`config.mk`:
```
export PLATFORM = sky130hd
export DESIGN_NAME = multi_spi_master
export DESIGN_NICKNAME = d
export VERILOG_FILES = /design/src/rtl/multi_spi_pkg.sv /design/src/rtl/spi_half_tick.sv /design/src/rtl/multi_spi_master.sv
export SDC_FILE = /design/constraint.sdc
export NUM_CORES = 1
export LEC_CHECK = 0
export ABC_AREA = 1
export BUFFER_PORTS_ARGS = -buffer_cell sky130_fd_sc_hd__buf_4
export CAP_MARGIN = 30
export CORE_MARGIN = 3
export CORE_UTILIZATION = 57
export CTS_BUF_LIST = sky130_fd_sc_hd__clkbuf_8 sky130_fd_sc_hd__clkbuf_16
export DETAILED_ROUTE_END_ITERATION = 10
export PLACE_DENSITY = 0.81
export SYNTH_ARGS = -nofsm -noshare
export SYNTH_HDL_FRONTEND = slang
export SYNTH_SLANG_ARGS = --single-unit
```
`constraint.sdc`:
```
create_clock -name sysClk -period 2.94 [get_ports sysClk]
set_input_delay 0.882 -clock sysClk [delete_from_list [all_inputs] [get_ports sysClk]]
set_output_delay 0.882 -clock sysClk [all_outputs]
set_load 0.1 [all_outputs]
```
`src/rtl/multi_spi_pkg.sv`:
```
// Shared encodings and width helpers for the multi-channel SPI master.
package multi_spi_pkg;

  typedef enum logic [2:0] {
    IDLE  = 3'd0,
    SETUP = 3'd1,
    SHIFT = 3'd2,
    HOLD  = 3'd3,
    LATCH = 3'd4,
    GAP   = 3'd5
  } spi_state_e;

  // A single-channel build still needs a one-bit channel field.
  function automatic int chan_width(input int count);
    return (count > 1) ? $clog2(count) : 1;
  endfunction

  function automatic int len_width(input int max_width);
    return $clog2(max_width + 1);
  endfunction

endpackage

```
`src/rtl/spi_half_tick.sv`:
```
// Loadable down-counter that emits a one-cycle tick every (divisor+1) cycles.
// The divisor is captured on load so later changes do not affect a running transfer.
module spi_half_tick #(
  parameter int DIVISOR_WIDTH = 8
) (
  input  logic                     clk,
  input  logic                     rst,
  input  logic                     load,
  input  logic [DIVISOR_WIDTH-1:0] load_value,
  output logic                     tick
);

  logic [DIVISOR_WIDTH-1:0] div_q, div_d;
  logic [DIVISOR_WIDTH-1:0] cnt_q, cnt_d;

  always_comb begin
    div_d = div_q;
    cnt_d = cnt_q;
    if (load) begin
      div_d = load_value;
      cnt_d = load_value;
    end else if (cnt_q == '0) begin
      cnt_d = div_q;
    end else begin
      cnt_d = cnt_q - DIVISOR_WIDTH'(1);
    end
  end

  always_ff @(posedge clk or posedge rst) begin
    if (rst) begin
      div_q <= '0;
      cnt_q <= '0;
    end else begin
      div_q <= div_d;
      cnt_q <= cnt_d;
    end
  end

  assign tick = (cnt_q == '0);

endmodule

```
`src/rtl/multi_spi_master.sv`:
```
// SPI master serving CHANNEL_COUNT mode-0 buses from one command port.
// Define MULTI_SPI_READBACK_EN to build the SDO synchronisers and capture register.
module multi_spi_master
  import multi_spi_pkg::*;
#(
  parameter int                       CHANNEL_COUNT = 2,
  parameter int                       MAX_WIDTH     = 32,
  parameter int                       DIVISOR_WIDTH = 8,
  parameter logic [CHANNEL_COUNT-1:0] LE_MASK       = '0,
  localparam int                      CW            = chan_width(CHANNEL_COUNT),
  localparam int                      LW            = len_width(MAX_WIDTH),
  localparam int                      EW            = LW + 1
) (
  input  logic                     sysClk,
  input  logic                     sysReset,
  input  logic [DIVISOR_WIDTH-1:0] divisor,
  // Command/response handshake: a command transfers on the cycle where
  // cmdValid && cmdReady are both high; the response is a one-cycle rspValid
  // pulse with no back-pressure, and rspData/rspError hold until the next one.
  input  logic                     cmdValid,
  output logic                     cmdReady,
  input  logic [CW-1:0]            cmdChannel,
  input  logic [LW-1:0]            cmdLength,
  input  logic [MAX_WIDTH-1:0]     cmdData,
  output logic                     rspValid,
  output logic                     rspError,
  output logic [MAX_WIDTH-1:0]     rspData,
  output logic [CHANNEL_COUNT-1:0] spiClk,
  output logic [CHANNEL_COUNT-1:0] spiSdi,
  output logic [CHANNEL_COUNT-1:0] spiSel,
  input  logic [CHANNEL_COUNT-1:0] spiSdo,
  output logic [2:0]               dbgState
);

  spi_state_e state_q, state_d;
  logic [CW-1:0]            ch_q, ch_d;
  logic [LW-1:0]            len_q, len_d;
  logic                     le_q, le_d;
  logic [MAX_WIDTH-1:0]     tx_q, tx_d;
  logic [EW-1:0]            edge_q, edge_d;
  logic                     sclk_q, sclk_d;
  logic                     rsp_valid_q, rsp_valid_d;
  logic                     rsp_error_q, rsp_error_d;
  logic [MAX_WIDTH-1:0]     rsp_data_q, rsp_data_d;
  logic [CHANNEL_COUNT-1:0] spi_clk_q, spi_clk_d;
  logic [CHANNEL_COUNT-1:0] spi_sdi_q, spi_sdi_d;
  logic [CHANNEL_COUNT-1:0] spi_sel_q, spi_sel_d;

  logic                 tick;
  logic                 tick_load;
  logic                 sample_en;
  logic                 cap_clear;
  logic                 cmd_illegal;
  logic                 sel_phase;
  logic [MAX_WIDTH-1:0] cap_data;

  assign cmd_illegal = (cmdLength == '0)
                    || (32'(cmdLength) > 32'(MAX_WIDTH))
                    || (32'(cmdChannel) >= 32'(CHANNEL_COUNT));

  spi_half_tick #(
    .DIVISOR_WIDTH(DIVISOR_WIDTH)
  ) u_half_tick (
    .clk       (sysClk),
    .rst       (sysReset),
    .load      (tick_load),
    .load_value(divisor),
    .tick      (tick)
  );

  always_comb begin
    state_d     = state_q;
    ch_d        = ch_q;
    len_d       = len_q;
    le_d        = le_q;
    tx_d        = tx_q;
    edge_d      = edge_q;
    sclk_d      = sclk_q;
    rsp_valid_d = 1'b0;
    rsp_error_d = rsp_error_q;
    rsp_data_d  = rsp_data_q;
    tick_load   = 1'b0;
    sample_en   = 1'b0;
    cap_clear   = 1'b0;
    case (state_q)
      IDLE: begin
        if (cmdValid) begin
          if (cmd_illegal) begin
            rsp_valid_d = 1'b1;
            rsp_error_d = 1'b1;
            rsp_data_d  = '0;
          end else begin
            state_d   = SETUP;
            ch_d      = cmdChannel;
            len_d     = cmdLength;
            le_d      = LE_MASK[cmdChannel];
            // Left-align so the first bit to send sits in the MSB.
            tx_d      = cmdData << (LW'(MAX_WIDTH) - cmdLength);
            edge_d    = '0;
            sclk_d    = 1'b0;
            tick_load = 1'b1;
            cap_clear = 1'b1;
          end
        end
      end
      SETUP: begin
        if (tick) begin
          state_d = SHIFT;
          sclk_d  = 1'b1;
          edge_d  = EW'(1);
        end
      end
      SHIFT: begin
        if (tick) begin
          if (edge_q == {len_q, 1'b0}) begin
            state_d = HOLD;
          end else if (sclk_q) begin
            // End of the high half: take the synchronised rising-edge sample.
            sclk_d    = 1'b0;
            tx_d      = tx_q << 1;
            sample_en = 1'b1;
            edge_d    = edge_q + EW'(1);
          end else begin
            sclk_d = 1'b1;
            edge_d = edge_q + EW'(1);
          end
        end
      end
      HOLD: begin
        if (tick) state_d = le_q ? LATCH : GAP;
      end
      LATCH: begin
        if (tick) state_d = GAP;
      end
      GAP: begin
        if (tick) begin
          state_d     = IDLE;
          rsp_valid_d = 1'b1;
          rsp_error_d = 1'b0;
          rsp_data_d  = cap_data;
        end
      end
      default: state_d = IDLE;
    endcase
  end

  // Pins are computed from next-state values so every pin is a flop output.
  always_comb begin
    sel_phase = (state_d == SETUP) || (state_d == SHIFT) || (state_d == HOLD);
    spi_clk_d = '0;
    spi_sdi_d = '0;
    spi_sel_d = ~LE_MASK;
    for (int n = 0; n < CHANNEL_COUNT; n++) begin
      if (ch_d == CW'(n)) begin
        spi_clk_d[n] = sclk_d && (state_d == SHIFT);
        spi_sdi_d[n] = sel_phase && tx_d[MAX_WIDTH-1];
        if (LE_MASK[n] ? (state_d == LATCH) : sel_phase) spi_sel_d[n] = LE_MASK[n];
      end
    end
  end

  always_ff @(posedge sysClk or posedge sysReset) begin
    if (sysReset) begin
      state_q     <= IDLE;
      ch_q        <= '0;
      len_q       <= '0;
      le_q        <= 1'b0;
      tx_q        <= '0;
      edge_q      <= '0;
      sclk_q      <= 1'b0;
      rsp_valid_q <= 1'b0;
      rsp_error_q <= 1'b0;
      rsp_data_q  <= '0;
      spi_clk_q   <= '0;
      spi_sdi_q   <= '0;
      spi_sel_q   <= ~LE_MASK;
    end else begin
      state_q     <= state_d;
      ch_q        <= ch_d;
      len_q       <= len_d;
      le_q        <= le_d;
      tx_q        <= tx_d;
      edge_q      <= edge_d;
      sclk_q      <= sclk_d;
      rsp_valid_q <= rsp_valid_d;
      rsp_error_q <= rsp_error_d;
      rsp_data_q  <= rsp_data_d;
      spi_clk_q   <= spi_clk_d;
      spi_sdi_q   <= spi_sdi_d;
      spi_sel_q   <= spi_sel_d;
    end
  end

`ifdef MULTI_SPI_READBACK_EN
  logic [CHANNEL_COUNT-1:0] sdo_meta_q;
  logic [CHANNEL_COUNT-1:0] sdo_sync_q;
  logic [MAX_WIDTH-1:0]     cap_q, cap_d;

  always_comb begin
    cap_d = cap_q;
    if (cap_clear) begin
      cap_d = '0;
    end else if (sample_en) begin
      cap_d = {cap_q[MAX_WIDTH-2:0], sdo_sync_q[ch_q]};
    end
  end

  always_ff @(posedge sysClk or posedge sysReset) begin
    if (sysReset) begin
      sdo_meta_q <= '0;
      sdo_sync_q <= '0;
      cap_q      <= '0;
    end else begin
      sdo_meta_q <= spiSdo;
      sdo_sync_q <= sdo_meta_q;
      cap_q      <= cap_d;
    end
  end

  assign cap_data = cap_q;
`else
  logic unused_readback;
  assign unused_readback = ^{spiSdo, sample_en, cap_clear};
  assign cap_data        = '0;
`endif

  assign cmdReady = (state_q == IDLE);
  assign rspValid = rsp_valid_q;
  assign rspError = rsp_error_q;
  assign rspData  = rsp_data_q;
  assign spiClk   = spi_clk_q;
  assign spiSdi   = spi_sdi_q;
  assign spiSel   = spi_sel_q;
  assign dbgState = state_q;

endmodule

```
Word level (Yosys, flattened, before mapping)

Index checks and enable logic that the tools add are counted.

Register bits after elaboration: 107
Latch bits: 0
Bits in writable memories: 0
ROM bits: 0
Input bits: 52
Output and inout port bits: 44
Word-level logic and storage cells: 112
Memories kept: 0

Add/subtract/negate cells: 3
Multiply operators: 0
Div/mod/pow operators: 0
Order comparisons: 2
Equal/unequal tests: 17
Shifts and indexed selects: 1
Mux-type cells: 57
Bitwise logic cells: 1
Reductions and logical operators: 15

Operators by type and width:

| cell                                              | number |
|---|---|
| two-way mux 32 bit                                | 8 |
| case mux 32 bit (2 select lines)                  | 2 |
| two-way mux 7 bit                                 | 5 |
| << shifter 32 x 6 -> 32 bit                       | 1 |
| two-way mux 1 bit                                 | 27 |
| two-way mux 3 bit                                 | 8 |
| case mux 7 bit (3 select lines)                   | 1 |
| case mux 3 bit (6 select lines)                   | 1 |
| two-way mux 8 bit                                 | 2 |
| inequality test 2 bit (second input constant)     | 7 |
| == test 3 x 2 -> 1 bit (second input constant)    | 4 |
| AND reduction 6 bit                               | 2 |
| logical NOT 8 bit                                 | 1 |
| subtractor 8 x 1 -> 8 bit (second input constant) | 1 |
| adder 7 x 1 -> 7 bit (second input constant)      | 1 |
| == test 7 bit                                     | 1 |
| == test 3 x 1 -> 1 bit (second input constant)    | 2 |
| == test 3 bit (second input constant)             | 2 |
| > comparator 6 bit (second input constant)        | 1 |
| logical NOT 6 bit                                 | 1 |
| subtractor 6 bit (first input constant)           | 1 |
| case mux 1 bit (2 select lines)                   | 2 |
| AND reduction 4 bit                               | 1 |
| nonzero test 2 bit                                | 2 |
| 9 further kinds                                   | 12 |

Longest topological paths before layout

Gate-level depths: netlist (run 1).

Word-level depth: 10
Depth in mapped cells: 17
Mapped depth without buffers: 16

Modules after synthesis

Synthesis (run 1) repeated with hierarchy kept, for this count alone.

Cell total of the unflattened synthesis: 820
Area, all modules: 5484.0 µm²

By module, submodules not included:

| module           | instances | cells an instance | area each (µm²) | sequential area each (µm²) |
|---|---|---|---|---|
| multi_spi_master | 1         | 707               | 4596.9          | 1453.9 |
| spi_half_tick    | 1         | 113               | 887.1           | 400.4 |

Least setup slack after synthesis (run 1)

No wires, ideal clock.

Path type: in2reg
Start point: input cmdLength[0]
End point: register tx_q[30]
Library setup time: 0.135 ns
Arrival: 2.554 ns
Required time: 2.805 ns
Setup slack: 0.251 ns
Cell stages on the path: 14
Buffers on the path: 4
Path through: inv_2 -> buf_2 -> ha_1 -> buf_2 -> inv_1 -> buf_2 -> buf_2 -> nand3_1 -> nand3_1 -> o21ai_0 -> nand2_1 -> nand2_1 -> o211ai_1 -> o211ai_1

Longest elaborated chain between the ends: 5
Elaborated cells between the ends (all ways): 10
Classes of those cells: add/sub: 1; order compare: 1; eq/ne: 1; shift: 1; mux: 3; reduce/logical: 3

RTL lines:

| what                             | line                    | text |
|---|---|---|
| from (decl)                      | multi_spi_master.sv:23  | `input logic [LW-1:0] cmdLength,` |
| subtractor 6 bit                 | multi_spi_master.sv:98  | `tx_d = cmdData << (LW'(MAX_WIDTH) - cmdLength);` |
| << shifter 32 x 6 -> 32 bit      | multi_spi_master.sv:98  |  |
| two-way mux 32 bit               | multi_spi_master.sv:88  | `if (cmd_illegal) begin` |
| two-way mux 32 bit               | multi_spi_master.sv:87  | `if (cmdValid) begin` |
| case mux 32 bit (2 select lines) | multi_spi_master.sv:85  | `case (state_q)` |
| to (signal assigned)             | multi_spi_master.sv:182 | `tx_q <= tx_d;` |
| to (decl)                        | multi_spi_master.sv:39  | `logic [MAX_WIDTH-1:0] tx_q, tx_d;` |

Parallel ways exist; a longest one is shown, timed or not. The select of a mux whose other input is x is not followed.
A chain may end at the register's enable or synchronous reset.

Final worst setup path (run 1)

Start point: input cmdLength[0]
End point: register tx_q[31]

Longest elaborated chain between the ends: 5
Elaborated cells between the ends (all ways): 8
Classes of those cells: add/sub: 1; order compare: 1; shift: 1; mux: 3; reduce/logical: 2

RTL lines:

| what                                                            | line |
|---|---|
| subtractor 6 bit, or another cell as far along                  | multi_spi_master.sv:98 |
| << shifter 32 x 6 -> 32 bit or logical OR 1 bit (tied branches) | multi_spi_master.sv:98, multi_spi_master.sv:58 |
| two-way mux 32 bit *                                            | multi_spi_master.sv:88 |
| two-way mux 32 bit *                                            | multi_spi_master.sv:87 |
| case mux 32 bit (2 select lines) *                              | multi_spi_master.sv:85 |
| named net tx_d[31]                                              | multi_spi_master.sv:39 |

The timed path passes the listed nets; every way through them passes the cells marked *. The select of a mux whose other input is x is not followed.

==> results of run 1 <==
registers in the layout, indices dropped and copies added (netlist names):
register / flops
sclk_q: 1
spiSel: 2
tx_q: 32
edge_q: 7
u_half_tick.cnt_q: 8
len_q: 6
spiClk: 2
ch_q: 1
dbgState: 3
spiSdi: 2
rspValid: 1
u_half_tick.div_q: 8
rspError: 1
cell families after synthesis:
| family | Yosys count | share of synthesized area [%] |
|---|---|---|
| DFF | 74 | 34.3 |
| other | 1 | 0.0694 |
| muxes | 7 | 1.30 |
| and+or+nand+nor | 448 | 36.8 |
| xor gates and xnor gates | 10 | 1.62 |
| buffers and inverters | 142 | 13.1 |
| adders and majority gates | 3 | 0.695 |
| AOI/OAI and AO/OA | 104 | 12.2 |
cells in the final DEF (no fill, tap or decap), types with 2 or more instances in the layout:
master	instances
dfrtp_1	72
nor2_4	2
buf_12	4
conb_1	32
inv_1	64
o21ai_1	6
nand3_1	117
or2_2	5
nand4_1	16
nor3_1	4
nor2_1	34
o211ai_1	14
clkbuf_8	10
o221ai_1	18
o31ai_1	8
dfstp_2	2
ha_1	3
o21ai_0	46
nand2_1	253
buf_4	74
nor2_2	3
xnor2_1	3
xor2_1	7
inv_2	7
a21oi_1	7
mux2i_1	7
clkinv_2	3
nand2_2	7
a31oi_1	2
per-layer routing:
metal	GRT usage, %	vias to the layer above	routed length [um]
met5	0	-	0
met4	7.67	0	218
met3	4.02	27	629
met2	43.8	161	6650
met1	32.1	2474	5590
li1	-	2659	-
synthesized netlist by cell type:
| library cell | count |
|---|---|
| a21oi_1 | 7 |
| a22o_1 | 1 |
| a31oi_1 | 2 |
| buf_2 | 24 |
| buf_4 | 36 |
| buf_6 | 1 |
| clkbuf_1 | 10 |
| clkinv_1 | 1 |
| conb_1 | 1 |
| dfrtp_1 | 72 |
| dfstp_2 | 2 |
| ha_1 | 3 |
| inv_1 | 64 |
| inv_2 | 6 |
| mux2i_1 | 7 |
| nand2_1 | 253 |
| nand2_2 | 7 |
| nand3_1 | 117 |
| nand3_4 | 1 |
| nand3b_1 | 1 |
| nand3b_2 | 1 |
| nand4_1 | 16 |
| nand4_2 | 1 |
| nor2_1 | 34 |
| nor2_2 | 3 |
| nor2_4 | 2 |
| nor3_1 | 4 |
| nor3b_2 | 1 |
| nor3b_4 | 1 |
| o211ai_1 | 14 |
| o21ai_0 | 46 |
| o21ai_1 | 6 |
| o21ai_2 | 1 |
| o221ai_1 | 18 |
| o31ai_1 | 8 |
| o32ai_1 | 1 |
| or2_1 | 1 |
| or2_2 | 5 |
| xnor2_1 | 3 |
| xor2_1 | 7 |
how the worst max path moves through the flow:
| stage | to | slack [ns] | cells after the start |
|---|---|---|---|
| after floorplan | ch_q | 0.18 | 1 |
| after global placement | spiSdi[1] | 0.16 | 15 |
| after detailed placement | tx_q[31] | 0.11 | 15 |
| after CTS | tx_q[31] | 0.47 | 15 |
| after global routing | spiSdi[0] | 0.22 | 17 |
| final | tx_q[31] | 0.44 | 15 |
power groups by stage:
stage | combinational (mW) | clock [mW] | sequential [mW]
3_3_place_gp | 0.637 | 0 | 1.04
2_1_floorplan | 0.518 | 0 | 1.04
4_1_cts | 0.643 | 0.722 | 1.02
3_5_place_dp | 0.641 | 0 | 1.04
5_1_grt | 0.707 | 0.769 | 1.02
6_report | 0.647 | 0.701 | 1.02
tightest hold or removal path, delay by kind of cell, from the launching register on:
| family | cells | cell delay (ns) |
|---|---|---|
| flops | 1 | 0.35 |
| simple gates | 2 | 0.10 |
stage by stage:
stage	instances	setup WS (ns)	instance area, um^2	util, %	power, mW
2_1_floorplan	820	0.180	5520	-	1.56
3_3_place_gp	953	0.158	5870	65.4	1.67
3_5_place_dp	953	0.108	5870	65.4	1.68
4_1_cts	969	0.470	6040	67.3	2.38
5_1_grt	969	0.216	6040	67.3	2.49
6_report	969	0.442	6040	67.3	2.37
final cells by class:
type	count	area share [%]
sequential	74	30.7
tap	126	2.61
clock inverter	6	0.580
clock buffer	10	2.28
inverter	71	4.41
timing repair buffer	78	10.5
multi-input combinational	604	48.9
==> flow_summary_export.csv, run 1 <==
group,metric,value,unit
detailed_routing,antenna_left,0,
sta,fin_skew,0.0138,ns
sta,fmax,400,MHz
cts,clock_latency,0.35,ns
floorplan,dieArea,10700,um^2
synthesis,yosys_warnings,0,
hold_path,hold_class,"reg2reg",
cts,clk_pin_slew,0.07,ns
cts,cts_buffers,9,
critical_path,crit_slowest_cell,"buf_4",
critical_path,crit_arrival,2.73,ns
detailed_routing,via_per_inst,5.49,
placement,port_buffers,61,
floorplan,rows,34,
cts,clock-sinks,74,
critical_path,path_cells,"buf_4 > inv_2 > buf_4 > nand3_1 > nand2_1 > buf_4 > nand3_1 > nand2_1 > nand2_1 > nand3_1 > nand2_1 > nand2_1 > nand2_1 > nand2_1 > inv_1",
synthesis,synth_cells,789,
critical_path,r2r_setup_slack,0.85,ns
power,p_seq_share,43.0,%
global_route,grt_pass1_wl,21600,um
cts,cts_hold_buf,0,
cts,postCtsSetupRepairBufs,0,
cts,htreeDepth,3,
job,cap_viol_max_count,0,
synthesis,yosysTopAreaCell,"dfrtp_1",
cts,cts_tree,"built",
detailed_routing,vias,5321,
placement,dpl.hpwl,10100,um
detailed_routing,drt_iter0_markers,377,
critical_path,crit_path_end_kind,"register",
hold_path,hold-path-endpoint,"u_half_tick.div_q[7]",
synthesis,ys_top_cells_by_area,"dfrtp_1 33%, nand2_1 18%, nand3_1 11%, buf_4 5.0%, inv_1 4.4%",
floorplan,dieWidth,103,um
global_route,grt_util_all_layers,25.2,%
global_route,gr-total-overflow,0,
floorplan,start_util,60.2,%
power,combPwrFrac,27.4,%
sta,finalSetupViolations,0,
sta,drv_slew,0,
final_layout,drive_gt1_share,14.8,%
critical_path,crit_type,"in2reg",
critical_path,cp-startpoint,"cmdLength[0]",
critical_path,required,3.17,ns
global_route,grt_pass1_vias,4813,
final_layout,fillers,788,
power,power_leakage,3.09,nW
synthesis,ys_types,40,
critical_path,path_buf_inv,5,
sta,setup_tns,0,ns
sta,rsz0062_at_grt,"no",
sta,period_share,85.0,%
sta,hold_viol,0,
final_layout,seq_area,1850,um^2
placement,gp_congestion,0.936,
power,netSwitchingFraction,36.0,%
final_layout,antenna_cells,0,
detailed_routing,drt_wl_total,13100,um
critical_path,rr_startpoint,"u_half_tick.cnt_q[0]",
floorplan,die_h,103,um
critical_path,cp_common_cell,"nand2_1",
final_layout,syn_to_final_growth,11.9,%
critical_path,startpoint_type,"input pin",
cts,cts_resized,0,
critical_path,critPathTopFamily,"simple AND/OR/NAND/NOR gates",
critical_path,r2r.worst_path.cells,9,
power,max-vdd-ir-drop,0.263,mV
critical_path,r2r_end,"tx_q[12]",
critical_path,critPathMaxStageDelay,0.35,ns
synthesis,ys_ff_latch,74,
power,intPower,1.51,mW
power,netSwitchingPower,0.851,mW
synthesis,seq_area_frac_synth,34.3,%
sta,whs,0.483,ns
sta,period_needed,2.50,ns
hold_path,hold-path-cell-count,2,
final_layout,nets,893,
final_layout,multiInputGateArea,2960,um^2
critical_path,path_max_fanout,35,
cts,clock_path_buffers,2,
synthesis,yosys.area.top_type_share,33.4,%
floorplan,ios,96,
synthesis,netlist_area,5400,um^2
cts,cts-root-buf,"clkbuf_8",
hold_path,min-delay-start,"u_half_tick.div_q[7]",
synthesis,syn_avg_cell_area,6.85,um^2
global_route,antenna_found_initial,0,
detailed_routing,dr.pass1.iters,5,
status,status,"finished clean",
power,clock_power_share,29.6,%
floorplan,coreArea,8980,um^2
detailed_routing,drc,0,
global_route,grt_max_degree,75,
detailed_routing,wl_per_cell,13.5,um
power,power_density,391,nW/um^2
Power figures use the tool's default switching activity.
==> run 2, diff against run 1 <==
==> constraint.sdc (replaced) <==
create_clock -name sysClk -period 2.6 [get_ports sysClk]
set_input_delay 0.78 -clock sysClk [delete_from_list [all_inputs] [get_ports sysClk]]
set_output_delay 0.78 -clock sysClk [all_outputs]
set_load 0.1 [all_outputs]
==> flow_summary_export.csv, run 2 (synthesis gave the netlist of run 1 again) <==
group,metric,value,unit
critical_path,rr_startpoint,"u_half_tick.cnt_q[0]",
sta,period_needed,2.35,ns
final_layout,drive_gt1_share,17.3,%
sta,finalSetupViolations,0,
critical_path,crit_arrival,1.57,ns
final_layout,nets,917,
global_route,gr-total-overflow,0,
sta,worstMarginPinSlew,0.592,ns
sta,drv_slew,0,
floorplan,rows,34,
power,p_seq_share,37.8,%
floorplan,die_h,103,um
detailed_routing,dr.pass1.iters,5,
status,status,"finished clean",
detailed_routing,antenna_left,0,
final_layout,layout_common_cells,"253 x nand2_1, 117 x nand3_1, 96 x buf_4, 72 x dfrtp_1, 63 x inv_1",
final_layout,layout_commonest_cell,"nand2_1",
critical_path,crit_type,"reg2out",
critical_path,critPathMaxStageDelay,0.41,ns
final_layout,antenna_cells,0,
critical_path,r2r_setup_slack,0.33,ns
job,cap_viol_max_count,0,
cts,cts_buffers,9,
sta,fmax,426,MHz
floorplan,coreArea,8980,um^2
critical_path,required,1.82,ns
final_layout,reg_top3,"tx_q (32), u_half_tick.cnt_q (8), u_half_tick.div_q (8)",
final_layout,syn_to_final_growth,17.2,%
global_route,grt_max_degree,39,
sta,period_share,90.3,%
critical_path,startpoint_type,"register",
critical_path,crit_slowest_cell,"dfrtp_1",
final_layout,fin_area,6330,um^2
power,clock_power_share,36.6,%
global_route,antenna_found_initial,0,
sta,hold_viol,0,
detailed_routing,drt_iter0_markers,353,
cts,clock-sinks,74,
cts,cts-root-buf,"clkbuf_8",
power,max-vdd-ir-drop,0.339,mV
power,power_density,481,nW/um^2
floorplan,ios,96,
global_route,grt_pass1_vias,5183,
critical_path,crit_path_end_kind,"output port",
cts,postCtsSetupRepairBufs,0,
critical_path,r2r.worst_path.cells,9,
power,combPwrFrac,25.6,%
cts,cts_hold_buf,0,
global_route,grt_pass1_wl,22800,um
floorplan,dieArea,10700,um^2
power,intPower,2.02,mW
cts,cts_resized,0,
sta,rsz0062_at_grt,"no",
sta,layout_setup_ws,0.251,ns
hold_path,hold_class,"in2async",
detailed_routing,drt_wl_total,13900,um
floorplan,start_util,60.2,%
power,netSwitchingPower,1.02,mW
final_layout,final_util,70.5,%
power,power_leakage,3.24,nW
critical_path,cp-startpoint,"dbgState[0]",
placement,dpl.hpwl,10600,um
cts,clk_pin_slew,0.08,ns
placement,port_buffers,61,
detailed_routing,wl_per_cell,14.0,um
critical_path,path_cells,"inv_1 > nand2_2 > nor2_4 > buf_4",
sta,max-slew-margin-rel,60.4,%
global_route,grt_util_all_layers,26.8,%
power,netSwitchingFraction,33.5,%
floorplan,dieWidth,103,um
detailed_routing,drc,0,
final_layout,regMostFlops,"tx_q",
cts,clock_path_buffers,2,
final_layout,largest_reg_flops,32,
critical_path,path_max_fanout,5,
placement,place_area,6080,um^2
placement,post-place-ws,-0.0346,ns
cts,cts_tree,"built",
cts,htreeDepth,3,
critical_path,r2r_end,"tx_q[20]",
detailed_routing,vias,5404,
placement,gp_congestion,0.914,
sta,fin_skew,0.0101,ns
cts,clock_latency,0.36,ns
detailed_routing,via_per_inst,5.44,
==> run 2: cell types whose count changed in the layout (fill, tap and decap cells not counted), sizes merged <==
| cell | before | now |
|---|---|---|
| clkinvlp | 1 | 2 |
| buf | 78 | 102 |
| inv | 71 | 72 |
| clkbuf | 10 | 9 |
| clkinv | 5 | 1 |
| bufinv | 0 | 3 |
==> run 2: worst max path at each step <==
stage                      endpoint  slack, ns
after floorplan            tx_q[30]       0.01
after global placement    spiSdi[1]      -0.02
after detailed placement  spiSdi[0]      -0.03
after CTS                  cmdReady       0.25
after global routing       tx_q[27]       0.07
final                      cmdReady       0.25
==> run 2: critical path: cells and delay by family (launching register included) <==
kind | cells | cell delay (ns)
buffers and inverters | 2 | 0.48
DFF | 1 | 0.41
and+or+nand+nor | 2 | 0.32
==> run 2: power by group through the flow <==
stage | combinational, mW | sequential [mW] | clock, mW
2_1_floorplan | 0.586 | 1.17 | 0
3_3_place_gp | 0.762 | 1.17 | 0
3_5_place_dp | 0.768 | 1.17 | 0
4_1_cts | 0.771 | 1.15 | 1.13
5_1_grt | 0.847 | 1.15 | 1.19
6_report | 0.779 | 1.15 | 1.11
==> run 2: cell type report <==
| type | count | area [um^2] |
|---|---|---|
| Clock buffer | 9 | 124 |
| Multi-Input combinational cell | 604 | 2960 |
| Timing Repair Buffer | 102 | 841 |
| Tap cell | 126 | 158 |
| Inverter | 71 | 270 |
| Sequential cell | 74 | 1850 |
| Clock inverter | 7 | 124 |
| Fill cell | 778 | 2650 |
==> run 2: per-stage QoR <==
step	hold slack, ns	TNS, ns	power [mW]	cells
finish	0.482	0	3.04	993
global route	0.508	0	3.19	993
CTS	0.485	0	3.05	993
detailed placement	0.462	-0.105	1.94	977
global placement	0.458	-0.0407	1.93	977
floorplan	0.444	0	1.76	820
==> run 2: layer usage <==
layer | part of all wire [%] | GRT usage (%)
met1 | 43 | 33.2
met2 | 51 | 47.5
met3 | 4.2 | 4.63
met4 | 2.1 | 8.27
met5 | 0 | 0
